**src/rtl/data_sram_bridge.sv**
```systemverilog
// Data-side bridge: turns MEM's one-cycle RAM strobes into a req/addr_ok/data_ok bus transaction.
// Optional DBRIDGE_POSTED_WRITE_EN: stores retire on addr_ok and complete in the background.
module data_sram_bridge (
    input  logic        clk,
    input  logic        rst,
    input  logic        ram_read_enable_i,
    input  logic [31:0] ram_read_addr_i,
    input  logic        ram_write_enable_i,
    input  logic [31:0] ram_write_addr_i,
    input  logic [31:0] ram_write_data_i,
    input  logic [3:0]  ram_write_select_i,
    input  logic        mem_exception_i,
    input  logic        flush_i,
    input  logic        stall_i,
    output logic [31:0] ram_read_data_o,
    output logic        stall_req_o,
    output logic        data_req_o,
    output logic        data_wr_o,
    output logic [1:0]  data_size_o,
    output logic [31:0] data_addr_o,
    output logic [31:0] data_wdata_o,
    input  logic        data_addr_ok_i,
    input  logic        data_data_ok_i,
    input  logic [31:0] data_rdata_i
);

    typedef enum logic [1:0] {IDLE, REQ, WAIT, DONE} state_t;

    state_t      state, state_nxt;
    logic        cancel, cancel_nxt;
    logic        wr_q;
    logic [1:0]  size_q;
    logic [31:0] addr_q;
    logic [31:0] wdata_q;
    logic [31:0] rd_buf;

    logic        strobe_ok;
    logic [1:0]  st_size;
    logic [1:0]  st_off;
    logic        access;
    logic        issue_ok;
    logic        can_issue;
    logic        posted_store;
    logic        latch_req;
    logic        load_rd;
    logic        stall_c;
    logic        unused_addr_lsb;

    // Store address low bits are rebuilt from the byte strobe instead.
    assign unused_addr_lsb = ^ram_write_addr_i[1:0];

    always_comb begin
        strobe_ok = 1'b1;
        st_size   = 2'd0;
        st_off    = 2'd0;
        case (ram_write_select_i)
            4'b0001: st_off = 2'd0;
            4'b0010: st_off = 2'd1;
            4'b0100: st_off = 2'd2;
            4'b1000: st_off = 2'd3;
            4'b0011: st_size = 2'd1;
            4'b1100: begin
                st_size = 2'd1;
                st_off  = 2'd2;
            end
            4'b1111: st_size = 2'd2;
            default: strobe_ok = 1'b0;
        endcase
    end

    assign access   = (ram_read_enable_i | ram_write_enable_i) & ~mem_exception_i & ~flush_i;
    assign issue_ok = access & (~ram_write_enable_i | strobe_ok);

`ifdef DBRIDGE_POSTED_WRITE_EN
    logic pending_wr;

    assign can_issue    = issue_ok & ~pending_wr;
    assign posted_store = wr_q;

    // Only one store may be in flight, so any data_ok seen while pending belongs to it.
    always_ff @(posedge clk) begin
        if (!rst) begin
            pending_wr <= 1'b0;
        end else if (state == REQ && data_addr_ok_i && wr_q) begin
            pending_wr <= 1'b1;
        end else if (data_data_ok_i) begin
            pending_wr <= 1'b0;
        end
    end
`else
    assign can_issue    = issue_ok;
    assign posted_store = 1'b0;
`endif

    always_comb begin
        state_nxt  = state;
        cancel_nxt = cancel;
        latch_req  = 1'b0;
        load_rd    = 1'b0;
        stall_c    = 1'b0;
        case (state)
            IDLE: begin
                stall_c = issue_ok;
                if (can_issue) begin
                    state_nxt  = REQ;
                    latch_req  = 1'b1;
                    cancel_nxt = 1'b0;
                end
            end
            REQ: begin
                stall_c = ~cancel | issue_ok;
                if (flush_i && !posted_store) cancel_nxt = 1'b1;
                if (data_addr_ok_i) state_nxt = posted_store ? DONE : WAIT;
            end
            WAIT: begin
                stall_c = ~cancel | issue_ok;
                if (data_data_ok_i) begin
                    if (cancel || flush_i) begin
                        state_nxt  = IDLE;
                        cancel_nxt = 1'b0;
                    end else begin
                        state_nxt = DONE;
                        load_rd   = ~wr_q;
                    end
                end else if (flush_i) begin
                    cancel_nxt = 1'b1;
                end
            end
            DONE: begin
                if (flush_i || !stall_i) state_nxt = IDLE;
            end
            default: state_nxt = IDLE;
        endcase
    end

    always_ff @(posedge clk) begin
        if (!rst) begin
            state   <= IDLE;
            cancel  <= 1'b0;
            wr_q    <= 1'b0;
            size_q  <= 2'd0;
            addr_q  <= 32'd0;
            wdata_q <= 32'd0;
            rd_buf  <= 32'd0;
        end else begin
            state  <= state_nxt;
            cancel <= cancel_nxt;
            if (latch_req) begin
                wr_q    <= ram_write_enable_i;
                size_q  <= ram_write_enable_i ? st_size : 2'd2;
                addr_q  <= ram_write_enable_i ? {ram_write_addr_i[31:2], st_off} : ram_read_addr_i;
                wdata_q <= ram_write_data_i;
            end
            if (load_rd) rd_buf <= data_rdata_i;
        end
    end

    assign data_req_o      = (state == REQ);
    assign data_wr_o       = wr_q;
    assign data_size_o     = size_q;
    assign data_addr_o     = addr_q;
    assign data_wdata_o    = wdata_q;
    assign ram_read_data_o = rd_buf;
    assign stall_req_o     = stall_c & rst;

endmodule

```
**config.mk**
```make
export PLATFORM = sky130hd
export DESIGN_NAME = data_sram_bridge
export DESIGN_NICKNAME = d
export VERILOG_FILES = /design/src/rtl/data_sram_bridge.sv
export SDC_FILE = /design/constraint.sdc
export NUM_CORES = 1
export LEC_CHECK = 0
export CORE_ASPECT_RATIO = 1.25
export CORE_MARGIN = 2
export CORE_UTILIZATION = 35
export DETAILED_ROUTE_END_ITERATION = 10
export GPL_TIMING_DRIVEN = 0
export PLACE_DENSITY_LB_ADDON = 0.08
export SYNTH_ARGS = -nofsm -noshare
export SYNTH_HDL_FRONTEND = slang
export SYNTH_SLANG_ARGS = --single-unit
```
**constraint.sdc**
```tcl
create_clock -name clk -period 1.91 [get_ports clk]
set_input_delay 0.382 -clock clk [delete_from_list [all_inputs] [get_ports clk]]
set_output_delay 0.382 -clock clk [all_outputs]
set_load 0.02 [all_outputs]
```
## Word level (Yosys, flattened, before mapping)

Cells that the tools add are included.

| operators by class | value |
|---|---|
| bitwise operators | 12 |
| eq/ne operators | 15 |
| reductions and logical operators | 11 |
| multiplexer cells | 22 |

Operators with widths:

| kind | number |
|---|---|
| $mux 32 | 1 |
| $eq 4x4->1 const B | 3 |
| $mux 2 | 6 |
| $mux 1 | 10 |
| $eq 4x2->1 const B | 2 |
| $pmux 2 s4 | 1 |
| $reduce_or 7->1 | 1 |
| $ne 2x2->1 const B | 3 |
| $pmux 2 s3 | 1 |
| $reduce_or 2->1 | 3 |
| $not 1->1 | 5 |
| $and 1x1->1 | 4 |
| $eq 2x2->1 const B | 2 |
| $eq 4x1->1 const B | 1 |
| $eq 4x3->1 const B | 1 |
| $pmux 2 s2 | 1 |
| $reduce_and 4->1 | 1 |
| $ne 3x3->1 const B | 1 |
| $or 1x1->1 | 3 |
| $pmux 1 s3 | 1 |
| $reduce_and 3->1 | 1 |
| $reduce_bool 3->1 | 1 |
| $eq 2x1->1 const B | 1 |
| $logic_not 2->1 | 1 |
| other kinds (4) | 5 |

| word-level totals | value |
|---|---|
| register bits | 102 |
| output and inout bits | 101 |
| input bits | 141 |
| logic and storage cells | 67 |

## Depth between registers and ports, before layout

| depth | value |
|---|---|
| depth after elaboration | 8 |
| mapped depth | 9 |
| gate-level depth less buffers | 7 |

## Worst setup path after synthesis

Ideal clock, no wire load.

| timing path | value |
|---|---|
| path kind | input to output |
| start point | input port ram_write_select_i[0] |
| end point | output port stall_req_o |
| data required time | 1.528 ns |
| buffers on the path | 2 |
| path slack | -0.210 ns |
| stages | 6 |
| arrival time | 1.738 ns |
| cell sequence | o22a_1 -> o21ai_1 -> o211ai_1 -> buf_2 -> buf_4 -> a211oi_1 |

| on the way | value |
|---|---|
| longest elaborated chain between the ends | 8 |
| elaborated cells on any way between the ends | 14 |
| classes of those cells | 7 x eq/ne; 2 x mux; 4 x bitwise; 1 x reduce/logical |

RTL lines:

| what | line | source |
|---|---|---|
| start: declaration | 11 | `input logic [3:0] ram_write_select_i,` |
| $eq 4x4->1, or another cell as far along | 56 | `case (ram_write_select_i)` |
| $reduce_or 7->1 (no line) (*) | n/a |  |
| $mux 1 (*) | 56 |  |
| $or 1x1->1 (*) | 72 | `assign issue_ok = access & (~ram_write_enable_i \| strobe_ok);` |
| $and 1x1->1 (*) | 72 |  |
| $or 1x1->1 | 111, 116 |  |
| $pmux 1 s2 (*) | 101 | `case (state)` |
| $and 1x1->1 (*) | 164 | `assign stall_req_o = stall_c & rst;` |
| end: declaration | 16 | `output logic stall_req_o,` |

Every way passes the cells marked *; elsewhere a longest branch is shown, timed or not.

## Worst setup path after layout

| timing path | value |
|---|---|
| start point | input port ram_write_select_i[1] |
| end point | output port stall_req_o |

Same word-level chain as after synthesis.

==> impl_results.md <==
- Clock Power Share: roughly a third
- Remaining DRCs: 0
- Switching share of power: 26.9%
- Initial antenna violation count: 0
- Worst setup SP type: primary input
- Synth async-reset ratio: 0%
- Dpl hpwl: roughly 11 mm
- Post-Syn Area per Cell: approximately 8.7 µm²
- Logic gate share of total power: approximately a quarter
- Pre-CTS WS: -1.23 ns
- Critical Path, Cell by Cell: buf_4 -> o22a_1 -> o21a_1 -> a21oi_2 -> o21ai_1 -> a211oi_4 -> buf_6
- GRT Overall Usage: between 10% and 20%
- Period utilisation layout: 103%
- Peak VDD IR: 524 µV
- Final-report setup violation count: 1
- Cell at the slowest stage of the critical path: a211oi_4
- Area growth syn-to-layout: 72.1%
- Most numerous cell in the Yosys netlist: nand2_1
- FILL cells: 1087
- Syn_nets: between 600 and 700
- Register area share after synthesis: a little under half
- Vias per std cell: around 4.7
- Crit path kind: primary input to output pin
- Rel. slew slack: a little over 50%
- Starting DRT DRC Count: 128
- Final ANT Viol Nets: 0
- Die span in x: 103 µm
- Yosys top cell area share: around 48%
- CP Buf/Inv Count: 2
- Layout cells sized above 1: a little over an eighth
- Post-Route Skew: slightly below 0.007 ns
- Ant diodes: 0
- Critical path's top delay family: compound AO/OA/AOI/OAI gates
- Synth top cells by count: 135 x nand2_1, 102 x dfxtp_1, 70 x a21oi_1, 38 x nor2_1, 31 x mux2i_1
- Synth warn: 0
- Die area: around 13000 µm²
- Sink Count: between 100 and 150
- CTS Root Cell: clkbuf_16
- Final Net Count: 899
- P_sw: 1.62 mW
- Die Ht: roughly 130 µm
- Routed vias: between 4000 and 5000
- Clk_lat worst skew: approximately 0.34 ns
- Setup TNS Final: -0.0583 ns
- Synth Flop Type: dfxtp_1
- Core Region: between 10000 and 15000 µm²
- Highest Clock Rate: just over 500 MHz
- Avg WL per Cell: ~15 µm
- Critical path's largest stage delay: approximately 0.23 ns
- CTS max path bufs: 2
- PwrDens: 816 nW/µm²
- Netlist cell types: 33
- GRT overflow: 0
- Final wirelength: around 13 mm
- TritonCTS Buffers: 9
- Number of synthesized flops with an enable pin: 0
- Vias in the first global route: about 4300
- H-Tree Depth: 3
- GPL Wtd Cong: ~0.87
- Maxcap violations: 0
- Rows: 45
- Io pins: around 240
- First-pass GRT wire length: 20.5 mm
- Worst-path fanout max: 6
- Worst-path clk slew: around 0.060 ns
- Hold/Removal Path Class: primary input to register
- Violated checks: setup timing
- Yosys reg bits: about 100
- Outcome: finished with violations
- Crit. End Element: output pin
- Sequential Power Share: between 30% and 40%
- First-pass DRT Iterations: 4
- Leak: 2.66 nW
- Largest net degree at the start of global routing: 17
- Endpoints failing hold: 0
- Unrepaired setup endpoints after global routing: true
- Initial core utilization: approximately 36%
- Slew Limit Fails: 0
- Arrival time at the worst endpoint: around 1.6 ns
- CTS tree: done
- Leading area contributor after synthesis: dfxtp_1
- Post-Syn Instances: about 490
- Hold bufs inserted after CTS: 0
- Least-Margin Pin Slew: between 0.7 and 0.8 ns
- Tmin final: a little under 2 ns
- Setup ws final: -0.0583 ns
- P_int: 4.40 mW
- Synth Cell Area: ~4300 µm²
- WP data required: about 1.5 ns
- Synth area leaders: dfxtp_1 48%, nand2_1 12%, a211oi_2 8.7%
- Port Buf Inserts: ~240
[metrics by stage]
| stage | util [%] | std cells | power, mW | hold slack (ns) | instance area [µm²] |
|---|---|---|---|---|---|
| floorplan | - | 492 | 3.20 | 0.505 | 4300 |
| finish | 61.3 | 921 | 6.02 | 0.435 | 7380 |
| CTS | 60.8 | 917 | 6.06 | 0.455 | 7330 |
| global route | 61.3 | 921 | 6.32 | 0.452 | 7380 |
| detailed placement | 57.3 | 895 | 3.93 | 0.446 | 6900 |
| global placement | 57.3 | 895 | 3.90 | 0.441 | 6900 |
[repair_timing]
| action | CTS | global route |
|---|---|---|
| setup buffers | 8 | 6 |
| setup endpoints to repair | 92 | 40 |
| gates resized for setup | 52 | 11 |
| pin swaps | 7 | 3 |
[sequential cells by signal (all words and copies together), names as in the netlist]
name / count
data_size_o: 2
data_wr_o: 1
cancel: 1
data_wdata_o: 32
ram_read_data_o: 32
data_addr_o: 32
state: 2
[area by class of cell]
cell class	instances	area (µm²)	share of cell area (%)
buffer	33	195	2.64
clock inverter	5	106	1.44
tap	164	205	2.78
multi-input combinational	348	2090	28.3
sequential	102	2050	27.8
timing repair buffer	253	2480	33.5
clock buffer	11	233	3.15
inverter	5	27.5	0.373
[worst register-to-register path: stages (launching register included)]
cell	delay, ns
dfxtp_4	0.38
inv_4	0.05
buf_4	0.13
ha_1	0.22
nor2b_1	0.17
a2111oi_4	0.36
a31oi_1	0.14
a311oi_1	0.25
[power by group through the flow]
stage	Clock [mW]	Sequential (mW)	Combinational, mW
detailed placement	0	2.41	1.52
global route	2.20	2.40	1.72
finish	2.05	2.38	1.60
CTS	2.12	2.37	1.58
floorplan	0	2.56	0.639
global placement	0	2.40	1.50
[per-layer routing]
metal	routed length, µm	vias to the layer above	track usage [%]
li1	-	2181	-
met1	5240	1989	21.9
met2	6550	174	34.8
met3	1270	24	6.32
met4	388	0	7.66
met5	0	-	0
[logic make-up (layout without fill, tap and decap cells)]
kind of cell / Yosys count / after routing / synth area share [%]
buffers and inverters: 42 / 307 / 5.04
xor gates and xnor gates: 1 / 1 / 0.204
adders and majority gates: 6 / 6 / 1.75
and+or+nand+nor: 188 / 188 / 17.2
muxes: 31 / 31 / 7.23
DFF: 102 / 102 / 47.6
AOI/OAI and AO/OA: 122 / 122 / 21.0
[worst paths after layout]
kind                                             from                   to  slack (ns)  cells past startpoint
worst max-delay path            ram_write_select_i[1]          stall_req_o       -0.06                      7
worst min-delay path                          flush_i               cancel        0.43                      3
worst max register to register               state[1]             state[1]        0.12                      7
worst min register to register    ram_read_data_o[17]  ram_read_data_o[17]        0.45                      2
[layout by cell type (no fill, tap or decap), types with 2 or more instances in the layout]
| master | netlist | layout |
|---|---|---|
| nor3_1 | 3 | 2 |
| nand2_1 | 135 | 135 |
| clkbuf_1 | 15 | 14 |
| buf_4 | 3 | 17 |
| dlygate4sd2_1 | 0 | 5 |
| nor2b_1 | 3 | 3 |
| o21ai_0 | 6 | 4 |
| bufinv_16 | 0 | 3 |
| a311oi_1 | 4 | 4 |
| inv_4 | 0 | 2 |
| dfxtp_4 | 0 | 2 |
| inv_1 | 5 | 2 |
| clkinvlp_4 | 0 | 2 |
| dfxtp_1 | 102 | 100 |
| o21a_1 | 3 | 3 |
| a211oi_2 | 30 | 30 |
| buf_2 | 14 | 14 |
| ha_1 | 6 | 5 |
| clkdlybuf4s50_1 | 0 | 228 |
| clkbuf_16 | 0 | 9 |
| mux2i_1 | 31 | 31 |
| o21ai_1 | 1 | 2 |
| clkbuf_2 | 0 | 2 |
| nor2_2 | 0 | 3 |
| buf_6 | 4 | 7 |
| nand3_1 | 3 | 3 |
| a21oi_1 | 70 | 69 |
| nor2_1 | 38 | 35 |
No activity file was read; power rests on OpenSTA's default activity.
